**config.mk**
```make
export PLATFORM = sky130hd
export DESIGN_NAME = pwm_bus_slave
export DESIGN_NICKNAME = d
export VERILOG_FILES = /design/src/rtl/pwm_bus_slave.sv
export SDC_FILE = /design/constraint.sdc
export NUM_CORES = 1
export LEC_CHECK = 0
export CAP_MARGIN = 20
export CORE_MARGIN = 4
export CORE_UTILIZATION = 40
export CTS_BUF_LIST = sky130_fd_sc_hd__clkbuf_16
export CTS_CLUSTER_DIAMETER = 30
export DETAILED_ROUTE_END_ITERATION = 6
export SYNTH_ARGS = -nofsm -noshare
export SYNTH_HDL_FRONTEND = slang
export SYNTH_SLANG_ARGS = --single-unit
```
**constraint.sdc**
```tcl
create_clock -name clk -period 11.4 [get_ports clk]
set_clock_uncertainty 0.1 [all_clocks]
set_input_delay 1.71 -clock clk [delete_from_list [all_inputs] [get_ports clk]]
set_output_delay 1.71 -clock clk [all_outputs]
set_load 0.05 [all_outputs]
```
**src/rtl/pwm_bus_slave.sv**
```systemverilog
// Memory-mapped single-channel PWM peripheral.
// Registers at BASE_ADDR: +0x0 ENABLE (bit 0), +0x4 PERIOD, +0x8 DUTY, +0xC COUNT (read-only).
// PERIOD/DUTY are double-buffered into shadows that reload only at a period wrap or on start.
// Ports:
//   clk, rst_n         clock, async active-low reset
//   adr, cs, wr, rd    bus address and strobes (cs qualifies wr/rd, write wins over read)
//   d_in / d_out       write data / registered read data
//   pwm_out            registered PWM waveform
//   period_end         registered pulse in the last cycle of each running period
module pwm_bus_slave #(
  parameter logic [31:0] BASE_ADDR = 32'h0
) (
  input  logic        clk,
  input  logic        rst_n,
  input  logic [31:0] adr,
  input  logic        cs,
  input  logic        wr,
  input  logic        rd,
  input  logic [31:0] d_in,
  output logic [31:0] d_out,
  output logic        pwm_out,
  output logic        period_end
);

  localparam int unsigned DW = 32;

  typedef enum logic {IDLE, RUN} state_t;

  state_t          state_q, state_d;
  logic            enable_q;
  logic [DW-1:0]   period_q, duty_q;
  logic [DW-1:0]   period_act_q, period_act_d;
  logic [DW-1:0]   duty_act_q, duty_act_d;
  logic [DW-1:0]   count_q, count_d;
  logic            pwm_d, pend_d;

  logic [DW-1:0]   off_c;
  logic            hit_c, wr_en_c, rd_en_c;
  logic [1:0]      sel_c;
  logic [DW-1:0]   rdata_c;
  logic            wrap_c;

  // Address decode: 16-byte window, word-aligned offsets only.
  // Addresses below BASE_ADDR wrap to large offsets and fall outside the window.
  assign off_c   = adr - BASE_ADDR;
  assign hit_c   = (off_c[DW-1:4] == '0) && (off_c[1:0] == 2'b00);
  assign sel_c   = off_c[3:2];
  assign wr_en_c = cs && wr;
  assign rd_en_c = cs && rd && !wr;

  // Register file writes.
  always_ff @(posedge clk or negedge rst_n) begin
    if (!rst_n) begin
      enable_q <= 1'b0;
      period_q <= '0;
      duty_q   <= '0;
    end else if (wr_en_c && hit_c) begin
      case (sel_c)
        2'd0:    enable_q <= d_in[0];
        2'd1:    period_q <= d_in;
        2'd2:    duty_q   <= d_in;
        default: ;
      endcase
    end
  end

  // Read mux; unmapped reads return 0.
  always_comb begin
    rdata_c = '0;
    if (hit_c) begin
      case (sel_c)
        2'd0:    rdata_c = {{(DW-1){1'b0}}, enable_q};
        2'd1:    rdata_c = period_q;
        2'd2:    rdata_c = duty_q;
        default: rdata_c = count_q;
      endcase
    end
  end

  // Registered read data; holds unless a pure read is presented.
  always_ff @(posedge clk or negedge rst_n) begin
    if (!rst_n) begin
      d_out <= '0;
    end else if (rd_en_c) begin
      d_out <= rdata_c;
    end
  end

  // Period 0 and 1 both wrap every cycle; the <= 1 test also guards the subtraction.
  assign wrap_c = (period_act_q <= DW'(1)) || (count_q == period_act_q - DW'(1));

  // Next-state, counter, shadow reload and look-ahead output logic.
  always_comb begin
    state_d      = state_q;
    count_d      = count_q;
    period_act_d = period_act_q;
    duty_act_d   = duty_act_q;
    pwm_d        = 1'b0;
    pend_d       = 1'b0;
    case (state_q)
      IDLE: begin
        count_d = '0;
        if (enable_q) begin
          state_d      = RUN;
          period_act_d = period_q;
          duty_act_d   = duty_q;
        end
      end
      RUN: begin
        if (!enable_q) begin
          state_d = IDLE;
          count_d = '0;
        end else if (wrap_c) begin
          count_d      = '0;
          period_act_d = period_q;
          duty_act_d   = duty_q;
        end else begin
          count_d = count_q + DW'(1);
        end
      end
      default: begin
        state_d = IDLE;
        count_d = '0;
      end
    endcase
    // Outputs are computed from next-cycle values so the flops line up with state/count.
    pwm_d  = (state_d == RUN) && (count_d < duty_act_d);
    pend_d = (state_d == RUN) &&
             ((period_act_d <= DW'(1)) || (count_d == period_act_d - DW'(1)));
  end

  // FSM, counter, shadow and output registers.
  always_ff @(posedge clk or negedge rst_n) begin
    if (!rst_n) begin
      state_q      <= IDLE;
      count_q      <= '0;
      period_act_q <= '0;
      duty_act_q   <= '0;
      pwm_out      <= 1'b0;
      period_end   <= 1'b0;
    end else begin
      state_q      <= state_d;
      count_q      <= count_d;
      period_act_q <= period_act_d;
      duty_act_q   <= duty_act_d;
      pwm_out      <= pwm_d;
      period_end   <= pend_d;
    end
  end

endmodule

```
==> impl_results.rst <==
.. list-table::
   :header-rows: 1

   * - Metric
     - Value
   * - Register-to-register setup slack
     - 4.32 ns
   * - Combinational family with the most area after synthesis
     - simple AND/OR/NAND/NOR gates
   * - Leakage power total
     - 6.65 nW
   * - Multi-input gate area in the final layout
     - 0.00703 mm²
   * - Final number of hold-violating endpoints
     - 0
   * - Placement row count
     - 64
   * - Ant diodes
     - 0
   * - Die height
     - 185 µm
   * - Hold Path Origin
     - duty_act_q[1]
   * - Clock tree from TritonCTS
     - built
   * - Worst max-slew margin expressed relative to the limit
     - 0.287
   * - Antenna violations before repair
     - 0
   * - Worst reg2reg startpoint
     - period_act_q[0]
   * - Setup crit end kind
     - register
   * - Post-route antenna net violation count
     - 0
   * - Remaining global-route overflow
     - 0
   * - HPWL after detailed placement
     - around 32000 µm
   * - Number of global-route vias before repair
     - 10700
   * - Number of buffers added on ports
     - 102
   * - Synth Warn #
     - 0
   * - Post-synthesis share of cell area spent on xor and xnor gates
     - 0.0582
   * - Mapped Nets
     - roughly 1500
   * - Time the worst path needs with I/O delays and setup
     - 7.08 ns
   * - Flip-flop cell with the highest count after synthesis
     - dfrtp_1
   * - Worst Path Max Fanout
     - between 40 and 50
   * - Cell at the root of the clock tree
     - clkbuf_16
   * - Status
     - complete, no violations
   * - Count of filler cells inserted in the layout
     - 2960
   * - Gr usage total
     - 0.250
   * - Final-stage net count
     - 1513
   * - Area of the die
     - approximately 0.034 mm²
   * - Combined flip-flop and latch cell area
     - 0.00490 mm²
   * - Setup violations, final
     - 0
   * - Number of violations reported at the end of detailed-routing iteration 0
     - 1155
   * - First-pass iteration count of the detailed router
     - 5
   * - Clock slew at the register clock pins of the worst setup and hold paths
     - 0.08 ns
   * - Unique masters post-synth
     - 80
   * - Worst hold slack after final layout
     - 0.382 ns
   * - Wire length of the first global-routing pass
     - 65400 µm
   * - Number of synthesized register bits
     - 196
   * - FF-to-FF path depth
     - 23
   * - Clock latency on the worst-skew pair
     - ~0.45 ns
   * - Final RePlAce weighted congestion
     - 0.992
   * - Worst path required time
     - around 12 ns
   * - Largest voltage drop on the vdd net
     - roughly 0.074 mV
   * - Ratio of total power to cell area
     - 94.6 mW/mm²
   * - Portion of the post-synthesis area used by sequential elements
     - 0.392
   * - Worst setup margin
     - 4.32 ns
   * - Vias per inst
     - approximately 6.0
   * - Avg Inst Size Synth
     - 9.22 µm²
   * - Cells after synthesis
     - 1356
   * - Final setup TNS
     - 0 ns
   * - Highest achievable clock rate
     - 0.141 GHz
   * - Routed wire length
     - 42400 µm
   * - Area fraction in compound gates after synthesis
     - 0.129
   * - Number of gates resized after CTS
     - 0
   * - Sort of element at the start of the critical path
     - register
   * - Total number of vias
     - 10800
   * - Number of clock sinks
     - slightly below 200
   * - Total DRC errors in the routed layout
     - 0
   * - Share of cells above drive strength 1
     - 0.129
   * - Worst Tran Pin Value
     - roughly 1.1 ns
   * - Post-CTS setup buffers
     - 0
   * - Multiplexer share of the synthesized area
     - 0.131
   * - Adder-cell area share of the yosys netlist
     - 0.0360
   * - Capture instance of the worst register-to-register path
     - period_end
   * - Effective utilization at floorplan
     - 0.407
   * - Type of the most critical hold path
     - reg -> reg
   * - CORE AREA
     - 0.0307 mm²
   * - Largest net degree at the start of global routing
     - 82
   * - End of the worst hold path
     - duty_act_q[1]
   * - Number of top-level design ports
     - 103
   * - Post-synthesis to final-layout area growth
     - 15.6%
   * - Unrepaired setup endpoints after global routing
     - false
   * - Worst hold path stage count
     - 2
   * - # hold bufs at CTS
     - 0
   * - Synthesized-area fraction occupied by and/or/nand/nor cells
     - 0.206
   * - Final period utilization
     - 0.621
   * - Level count of the clock H-tree
     - 4
   * - Clock buffers created by TritonCTS
     - 17
   * - EDFF count, synth
     - 0
   * - Maxcap violations
     - 0
   * - Worst setup path class
     - reg -> reg
   * - Average wire length per cell after detail routing
     - 23.3 µm
   * - CTS Buffer Depth
     - 2
   * - Number of pins with negative max-slew slack in the final report
     - 0
   * - Arrival time worst endpoint
     - between 7 and 8 ns
   * - Share of flip-flops with an asynchronous set or reset after synthesis
     - 1.00
   * - Post-synthesis instance area
     - 0.0125 mm²
   * - Die width
     - around 180 µm
   * - Post-placement setup slack
     - 4.20 ns
==> cells in the mapped netlist (all sizes together), types with 11 or more instances <==
cell type / instances / area, µm²
a211oi: 14 / 105
or4: 12 / 97.6
clkbuf: 58 / 218
xnor2: 51 / 447
a21oi: 37 / 196
nor2: 89 / 334
nand2: 190 / 713
nand3: 34 / 170
inv: 52 / 195
nand2b: 11 / 68.8
nor2b: 11 / 68.8
dfrtp: 196 / 4900
a221oi: 14 / 123
nand4: 25 / 156
xor2: 32 / 280
nor4: 33 / 243
nor3: 33 / 170
mux2: 102 / 1150
or3: 27 / 169
o21ai: 61 / 305
a22oi: 36 / 270
ha: 36 / 450
mux2i: 46 / 460
buf: 33 / 185
==> critical path, cell delays in order (launching register included) <==
cell and delay [ns]:
dfrtp_1 0.47, inv_1 0.11, ha_1 0.23, nor3b_2 0.45, nand4_1 0.31, or2_2 0.38, o311ai_0 0.34, o22ai_1 0.21
or4_1 0.83, a21oi_4 0.23, buf_4 0.58, nor2_1 0.09, a21oi_1 0.26, ha_1 0.43, nand2_1 0.12, nor2_1 0.28
nand2_1 0.17, nor4_1 0.25, mux2i_1 0.14, xnor2_1 0.17, nand4_1 0.10, nor4_1 0.33, nand4_1 0.16, o31ai_2 0.23
==> report_power, final <==
group | switching (mW) | internal [mW] | total (mW)
logic | 0.0290 | 0.0252 | 0.0542
registers | 0.00000000177 | 0.695 | 0.695
clock network | 0.307 | 0.312 | 0.619
==> cells by family after synthesis <==
group | count (synthesis)
multiplexers | 149
AO/OA/AOI/OAI | 234
adder cells (fa/ha/maj) | 36
XOR/XNOR | 83
flip-flops | 196
buffers and inverters | 143
AND/OR/NAND/NOR | 515
==> layout by cell type, fill, tap and decap left out, types with 4 or more instances in the layout <==
cell / instances
buf_4: 19
o31ai_1: 6
mux2i_1: 46
nor3_1: 32
or3_1: 27
nand3b_1: 8
ha_1: 36
xor2_1: 32
nor2_1: 89
or2_2: 8
nand4_1: 25
o211ai_1: 4
a21o_1: 6
a221o_1: 4
a21oi_1: 36
nor2b_1: 10
dfrtp_1: 196
nor4_1: 29
nand2_1: 190
and3_1: 10
and2_1: 4
nand3_1: 34
inv_1: 53
a31oi_1: 7
a211oi_1: 14
and4_1: 7
a22oi_1: 36
nand2b_1: 11
o21ai_0: 60
or3b_2: 4
clkdlybuf4s50_1: 101
or4_1: 10
mux2_2: 99
xnor2_1: 51
a221oi_1: 14
clkbuf_16: 17
==> per-stage QoR <==
step / area (µm²) / util / power (mW) / cells
2_1_floorplan: 12500 / - / 0.718 / 1356
3_5_place_dp: 13800 / 0.448 / 0.762 / 1781
4_1_cts: 14400 / 0.468 / 1.38 / 1813
5_1_grt: 14500 / 0.470 / 1.41 / 1817
6_report: 14500 / 0.470 / 1.37 / 1817
3_3_place_gp: 13800 / 0.448 / 0.762 / 1781
==> worst max-delay path by stage <==
stage               startpoint          to  slack (ns)
2_1_floorplan  period_act_q[0]  period_end        5.16
3_3_place_gp   period_act_q[5]     pwm_out        4.42
3_5_place_dp   period_act_q[5]  period_end        4.20
4_1_cts        period_act_q[5]  period_end        4.16
5_1_grt        period_act_q[0]  period_end        3.73
6_report       period_act_q[0]  period_end        4.32
==> registers in the layout, indices dropped and copies added, names as in the netlist <==
name          flops
state_q           1
pwm_out           1
period_end        1
duty_act_q       32
period_q         32
duty_q           32
count_q          32
enable_q          1
period_act_q     32
d_out            32
==> routing by layer <==
layer  track usage  share of wire  vias up
li1              -              -     4983
met4        0.0772          0.028        0
met2         0.365           0.42      450
met1         0.371           0.47     5327
met3        0.0556          0.081       59
met5             0              0        -
==> final cells by class <==
type                    instances  area share
well taps                     396      0.0343
clock buffers                  17      0.0294
clock inverters                15      0.0119
flip-flops and latches        196       0.339
repair buffers                124      0.0849
multi-input cells            1017       0.487
inverters                      52      0.0135
Power figures use the tool's default switching activity.
